**config.mk**
```make
export PLATFORM = sky130hd
export DESIGN_NAME = neuron_buffer_writer_flat
export DESIGN_NICKNAME = d
export VERILOG_FILES = /design/src/rtl/neuron_buffer_writer_if.sv /design/src/rtl/neuron_buffer_writer.sv /design/src/flat_wrapper.sv
export SDC_FILE = /design/constraint.sdc
export NUM_CORES = 2
export LEC_CHECK = 0
export ABC_AREA = 1
export CORE_AREA = 2 2 535 537
export CTS_CLUSTER_SIZE = 10
export DETAILED_ROUTE_END_ITERATION = 12
export DIE_AREA = 0 0 537 539
export PLACE_DENSITY = 0.41
export RECOVER_POWER = 25
export SYNTH_ARGS = -nofsm -noshare
export SYNTH_HDL_FRONTEND = slang
export SYNTH_SLANG_ARGS = --single-unit
```
**constraint.sdc**
```tcl
create_clock -name clk -period 7.2 [get_ports clk]
set_input_delay 0.72 -clock clk [delete_from_list [all_inputs] [get_ports clk]]
set_output_delay 0.72 -clock clk [all_outputs]
set_load 0.005 [all_outputs]
```
**src/rtl/neuron_buffer_writer_if.sv**
```systemverilog
// Operand stream interface between the host/DMA producer and the neuron
// buffer writer.
//   s_valid  : beat valid (master -> slave)
//   s_ready  : writer can accept a beat (slave -> master)
//   s_weight : weight operand of the beat
//   s_x      : x operand of the beat
//   s_last   : beat closes the current operand vector
interface neuron_buffer_writer_if #(
  parameter int data_size = 32
);
  logic                 s_valid;
  logic                 s_ready;
  logic [data_size-1:0] s_weight;
  logic [data_size-1:0] s_x;
  logic                 s_last;

  modport master (
    output s_valid, s_weight, s_x, s_last,
    input  s_ready
  );

  modport slave (
    input  s_valid, s_weight, s_x, s_last,
    output s_ready
  );
endinterface

```
**src/rtl/neuron_buffer_writer.sv**
```systemverilog
// Ping-pong operand buffer between the operand stream and the neuron MAC.
// The stream fills one bank while the neuron reads the other; a bank closes
// on s_last or when it reaches depth entries, and is handed to the read side.
// Ports:
//   clk          : clock, rising edge
//   rst          : asynchronous active-low reset
//   s            : operand stream (slave modport)
//   bank_valid   : read bank is full and readable
//   bank_len     : entries in read bank (0 when not valid)
//   bank_release : pulse, neuron finished with read bank
//   r_en/r_addr  : read request from neuron
//   weight_out   : registered weight read data (latency 1)
//   x_out        : registered x read data (latency 1)
module neuron_buffer_writer #(
  parameter  int data_size = 32,
  parameter  int depth     = 16,
  localparam int addr_w    = $clog2(depth)
) (
  input  logic                 clk,
  input  logic                 rst,
  neuron_buffer_writer_if.slave s,
  output logic                 bank_valid,
  output logic [addr_w:0]      bank_len,
  input  logic                 bank_release,
  input  logic                 r_en,
  input  logic [addr_w-1:0]    r_addr,
  output logic [data_size-1:0] weight_out,
  output logic [data_size-1:0] x_out
);

  logic [1:0]          full_q, full_d;
  logic [addr_w:0]     len_q [2];
  logic [addr_w:0]     len_d [2];
  logic                wr_bank_q, wr_bank_d;
  logic [addr_w-1:0]   wr_addr_q, wr_addr_d;
  logic                rd_bank_q, rd_bank_d;
  logic [data_size-1:0] weight_q, weight_d;
  logic [data_size-1:0] x_q, x_d;

  // RAM contents are deliberately left out of reset.
  logic [data_size-1:0] mem_w [2][depth];
  logic [data_size-1:0] mem_x [2][depth];

  logic accept;
  logic close;
  logic release_ok;
  logic rd_hit;

  assign s.s_ready  = !full_q[wr_bank_q];
  assign accept     = s.s_valid && !full_q[wr_bank_q];
  assign close      = accept && (s.s_last || (wr_addr_q == addr_w'(depth - 1)));
  assign release_ok = bank_release && full_q[rd_bank_q];

  assign bank_valid = full_q[rd_bank_q];
  assign bank_len   = full_q[rd_bank_q] ? len_q[rd_bank_q] : '0;

  // Out-of-range addresses and reads of an empty bank return zero.
  assign rd_hit = full_q[rd_bank_q] && ({1'b0, r_addr} < len_q[rd_bank_q]);

  always_comb begin
    full_d    = full_q;
    len_d     = len_q;
    wr_bank_d = wr_bank_q;
    wr_addr_d = wr_addr_q;
    rd_bank_d = rd_bank_q;
    weight_d  = weight_q;
    x_d       = x_q;

    if (accept) begin
      wr_addr_d = wr_addr_q + addr_w'(1);
    end

    // Close and release always target different banks: a close needs the
    // write bank empty, a release needs the read bank full.
    if (close) begin
      full_d[wr_bank_q] = 1'b1;
      len_d[wr_bank_q]  = {1'b0, wr_addr_q} + (addr_w + 1)'(1);
      wr_addr_d         = '0;
      wr_bank_d         = !wr_bank_q;
    end

    if (release_ok) begin
      full_d[rd_bank_q] = 1'b0;
      rd_bank_d         = !rd_bank_q;
    end

    if (r_en) begin
      if (rd_hit) begin
        weight_d = mem_w[rd_bank_q][r_addr];
        x_d      = mem_x[rd_bank_q][r_addr];
      end else begin
        weight_d = '0;
        x_d      = '0;
      end
    end
  end

  always_ff @(posedge clk or negedge rst) begin
    if (!rst) begin
      full_q    <= '0;
      len_q[0]  <= '0;
      len_q[1]  <= '0;
      wr_bank_q <= 1'b0;
      wr_addr_q <= '0;
      rd_bank_q <= 1'b0;
      weight_q  <= '0;
      x_q       <= '0;
    end else begin
      full_q    <= full_d;
      len_q     <= len_d;
      wr_bank_q <= wr_bank_d;
      wr_addr_q <= wr_addr_d;
      rd_bank_q <= rd_bank_d;
      weight_q  <= weight_d;
      x_q       <= x_d;
    end
  end

  always_ff @(posedge clk) begin
    if (accept) begin
      mem_w[wr_bank_q][wr_addr_q] <= s.s_weight;
      mem_x[wr_bank_q][wr_addr_q] <= s.s_x;
    end
  end

  assign weight_out = weight_q;
  assign x_out      = x_q;

endmodule
```
**src/flat_wrapper.sv**
```systemverilog
// flat-port wrapper written by rule: the top's interface ports become plain ports
module neuron_buffer_writer_flat 
#(
  parameter  int data_size = 32,
  parameter  int depth     = 16,
  localparam int addr_w    = $clog2(depth)
)
  (clk, rst, bank_valid, bank_len, bank_release, r_en, r_addr, weight_out, x_out, s_s_valid, s_s_weight, s_s_x, s_s_last, s_s_ready);
  neuron_buffer_writer_if #(.data_size(data_size)) s_i ();
  input  logic clk;
  input  logic rst;
  output logic bank_valid;
  output logic [addr_w:0] bank_len;
  input  logic bank_release;
  input  logic r_en;
  input  logic [addr_w-1:0] r_addr;
  output logic [data_size-1:0] weight_out;
  output logic [data_size-1:0] x_out;
  input wire logic [$bits(s_i.s_valid)-1:0] s_s_valid;
  input wire logic [$bits(s_i.s_weight)-1:0] s_s_weight;
  input wire logic [$bits(s_i.s_x)-1:0] s_s_x;
  input wire logic [$bits(s_i.s_last)-1:0] s_s_last;
  output wire logic [$bits(s_i.s_ready)-1:0] s_s_ready;
  assign s_i.s_valid = s_s_valid;
  assign s_i.s_weight = s_s_weight;
  assign s_i.s_x = s_s_x;
  assign s_i.s_last = s_s_last;
  assign s_s_ready = s_i.s_ready;
  neuron_buffer_writer #(.data_size(data_size), .depth(depth)) u_core (.clk(clk), .rst(rst), .s(s_i), .bank_valid(bank_valid), .bank_len(bank_len), .bank_release(bank_release), .r_en(r_en), .r_addr(r_addr), .weight_out(weight_out), .x_out(x_out));
endmodule
```
==> impl_metrics.toml <==
[layout]
drive_above_1_share = 0.0592
num-fill-cells = 28100
regArea_um2 = 63600
multi_input_area_um2 = 19200
nNetsFinal = 7142
final_cell_area_um2 = 97500
syn2layout_area_growth_pct = 15.0

[place]
placed_cell_area_um2 = 90300
dp_hpwl_um = 127000
pre_cts_ws_ns = 3.18
port-buffer-count = 144
routabilityCongestion = 0.722

[floorplan]
core_area_um2 = 284000
initial_core_util = 0.299
placementRows = 196
die_area_um2 = 289000
ios = 145
die_x_um = 537
die_h_um = 539

[clocking]
cts_tree = "built"
clkSlewWorstSetupHoldPaths_ns = 0.06
htreeDepth = 4
cts_buffers = 241
root_buffer = "clkbuf_16"
cts_sinks = 2130
clkLatencyLatePin_ns = 0.91
clock_path_buffers = 3
post_cts_buffers = 0

[global_route]
grt_remaining_overflow = 0
grt_max_degree = 187
grt_antenna_before_repair = 21
grt_pass1_wl_um = 408000
grt_pass1_vias = 54300
grtUsageTotal = 0.194

[detailed_routing]
via_count = 55000
routed_wl_um = 285000
vias_per_cell = 4.98
wire_per_inst_um = 25.9
drtIter0Drc = 4850
drc = 0
dr.pass1.iters = 7
ant_nets = 0

[timing]
period_share = 0.563
slew_violations = 123
setup_ws_ns = 3.15
hold_viol_final = 0
rsz0062_at_grt = "no"
worst_pin_slew_ns = 2.22
setup_viol = 0
tns_ns = 0
relSlewSlack = -0.483
max_freq_ghz = 0.247
post-route-min-period_ns = 4.05
fin_skew_ns = 0.0812

[setup_path]
crit_path_top_delay_cell = "dfrtp_4"
arrival_ns = 4.87
required_ns = 8.02
cp_cell_sequence = "buf_4, buf_12, nand2_1, nand3_1, nand3_1, nand3_1, nand2_1, nand2_1, nand3_1, nand2_1"
setup.worst_path.class = "flop to flop"
worstPathMaxFanout = 186
cpPeakStageDelay_ns = 0.89
end_kind = "flop"
cp-start-kind = "flop"

[synth]
synth_common_cells = "2,465 x nand2_1, 2,048 x edfxtp_1, 1,862 x nand3_1"
async_flop_share = 0.0385
syn_inst = 7017
yosysMostFrequentCell = "nand2_1"
ys_ff_latch = 2130
synth-edff-count = 2048
synth_cell_types = 25
avgSynthCellArea_um2 = 12.1
yosysWarningCount = 0
yosysSeqAreaShare = 0.749
ys_top_cells_by_area = "edfxtp_1 73%, nand3_1 11%, nand2_1 11%"
synth_flop_cell = "edfxtp_1"
postSynthNetCount = 7098
yosys.area.top_type = "edfxtp_1"
synth.cell_area_um2 = 84800
yosysTopAreaCellShare = 0.725

[power]
p_leak_nw = 34.0
peakVddDrop_uv = 325
power_density_nw_per_um2 = 335

[run_status]
violations = "capacitance limit, slew limit"
status = "finished, violations left"

[run]
maxCapViolCount = 4

[worst_hold_path]
hold_path_class = "primary input to flop"
[sequential cells by signal (all words and copies together) (netlist names)]
signal	count
u_core.len_q	10
u_core.weight_out	32
u_core.mem_x	1024
u_core.full_q	2
u_core.wr_bank_q	1
u_core.rd_bank_q	1
u_core.x_out	32
u_core.mem_w	1024
u_core.wr_addr_q	4
[path summary, 6_finish.rpt]
check                           cells after the start  slack (ns)               endpoint                  start
worst max-delay path                               10        3.15  u_core.weight_out[13]       u_core.rd_bank_q
worst min-delay path                                4        0.27  u_core.weight_out[30]              r_addr[3]
worst max register to register                     10        3.15  u_core.weight_out[13]       u_core.rd_bank_q
worst min register to register                      2        0.48  u_core.weight_out[28]  u_core.weight_out[28]
max in group asynchronous                           3        4.31       u_core.x_out[25]                    rst
min in group asynchronous                           2        1.03  u_core.weight_out[30]                    rst
[cell type report]
class                      instances  area share
timing repair buffer             256      0.0276
multi-input combinational       4406       0.197
clock buffer                     426      0.0707
tap                             3762      0.0483
antenna                            7    0.000180
clock inverter                    21     0.00261
sequential                      2130       0.652
inverter                          26     0.00139
[layer usage]
layer  up-vias  track usage  wire length [um]
met4        10       0.0386              4550
li1      25000            -                 -
met5         -            0                57
met2      1392        0.311            133000
met1     28300        0.282            134000
met3       320       0.0262             14100
[cell usage in the layout, fill, tap and decap left out, types with 2 or more instances in the layout]
cell / Yosys / layout
o22ai_1: 3 / 3
inv_1: 21 / 19
clkbuf_16: 0 / 242
nand3_1: 1862 / 1862
buf_12: 0 / 34
clkinv_2: 0 / 5
nor3_2: 0 / 24
xor2_1: 3 / 3
clkinv_1: 1 / 2
mux2i_1: 3 / 3
buf_4: 8 / 75
ha_1: 7 / 7
nand2_1: 2465 / 2465
nor2_1: 20 / 12
a22oi_1: 2 / 2
inv_8: 0 / 4
buf_8: 0 / 3
nor2_4: 1 / 9
clkdlybuf4s50_1: 0 / 100
dfrtp_1: 82 / 81
clkbuf_8: 0 / 14
dlygate4sd3_1: 0 / 37
inv_16: 0 / 4
inv_6: 0 / 8
clkinv_16: 0 / 2
o21ai_0: 12 / 12
clkbuf_1: 106 / 176
diode_2: 0 / 7
edfxtp_1: 2048 / 2048
[cells by family after synthesis]
logic type                 after synthesis  synth area share
and+or+nand+nor                       4373             0.222
DFF                                   2130             0.749
buffers and inverters                  481            0.0259
AOI/OAI and AO/OA                       20           0.00136
adders and majority gates                7           0.00103
xor gates and xnor gates                 3          0.000310
muxes                                    3          0.000354
[stage by stage]
step	power, mW	std cells	util	hold WS [ns]
after floorplan	19.1	7017	-	0.424
after global placement	21.6	10600	0.318	0.471
after detailed placement	21.6	10600	0.318	0.477
after CTS	33.0	11000	0.343	0.219
after global routing	34.3	11000	0.343	0.276
final	32.6	11000	0.343	0.269
[report_power, final]
part           switching, mW  leakage (nW)  internal (mW)  total (mW)
Combinational           4.93          11.1           1.89        6.82
Clock                   4.94          3.41           6.41        11.3
Sequential             0.320          19.5           14.1        14.5
Total                   10.2          34.0           22.4        32.6
[worst max-delay path: cells and delay by family (launching register included)]
| kind | cells | cell delay (ns) |
|---|---|---|
| flops | 1 | 0.89 |
| buf+inv | 2 | 1.45 |
| simple gates | 8 | 1.29 |
[timing repair]
action	4_1_cts	5_1_grt
gates resized for setup	0	0
hold endpoints to repair	21	0
hold buffers	1	0
Power figures use the tool's default switching activity.
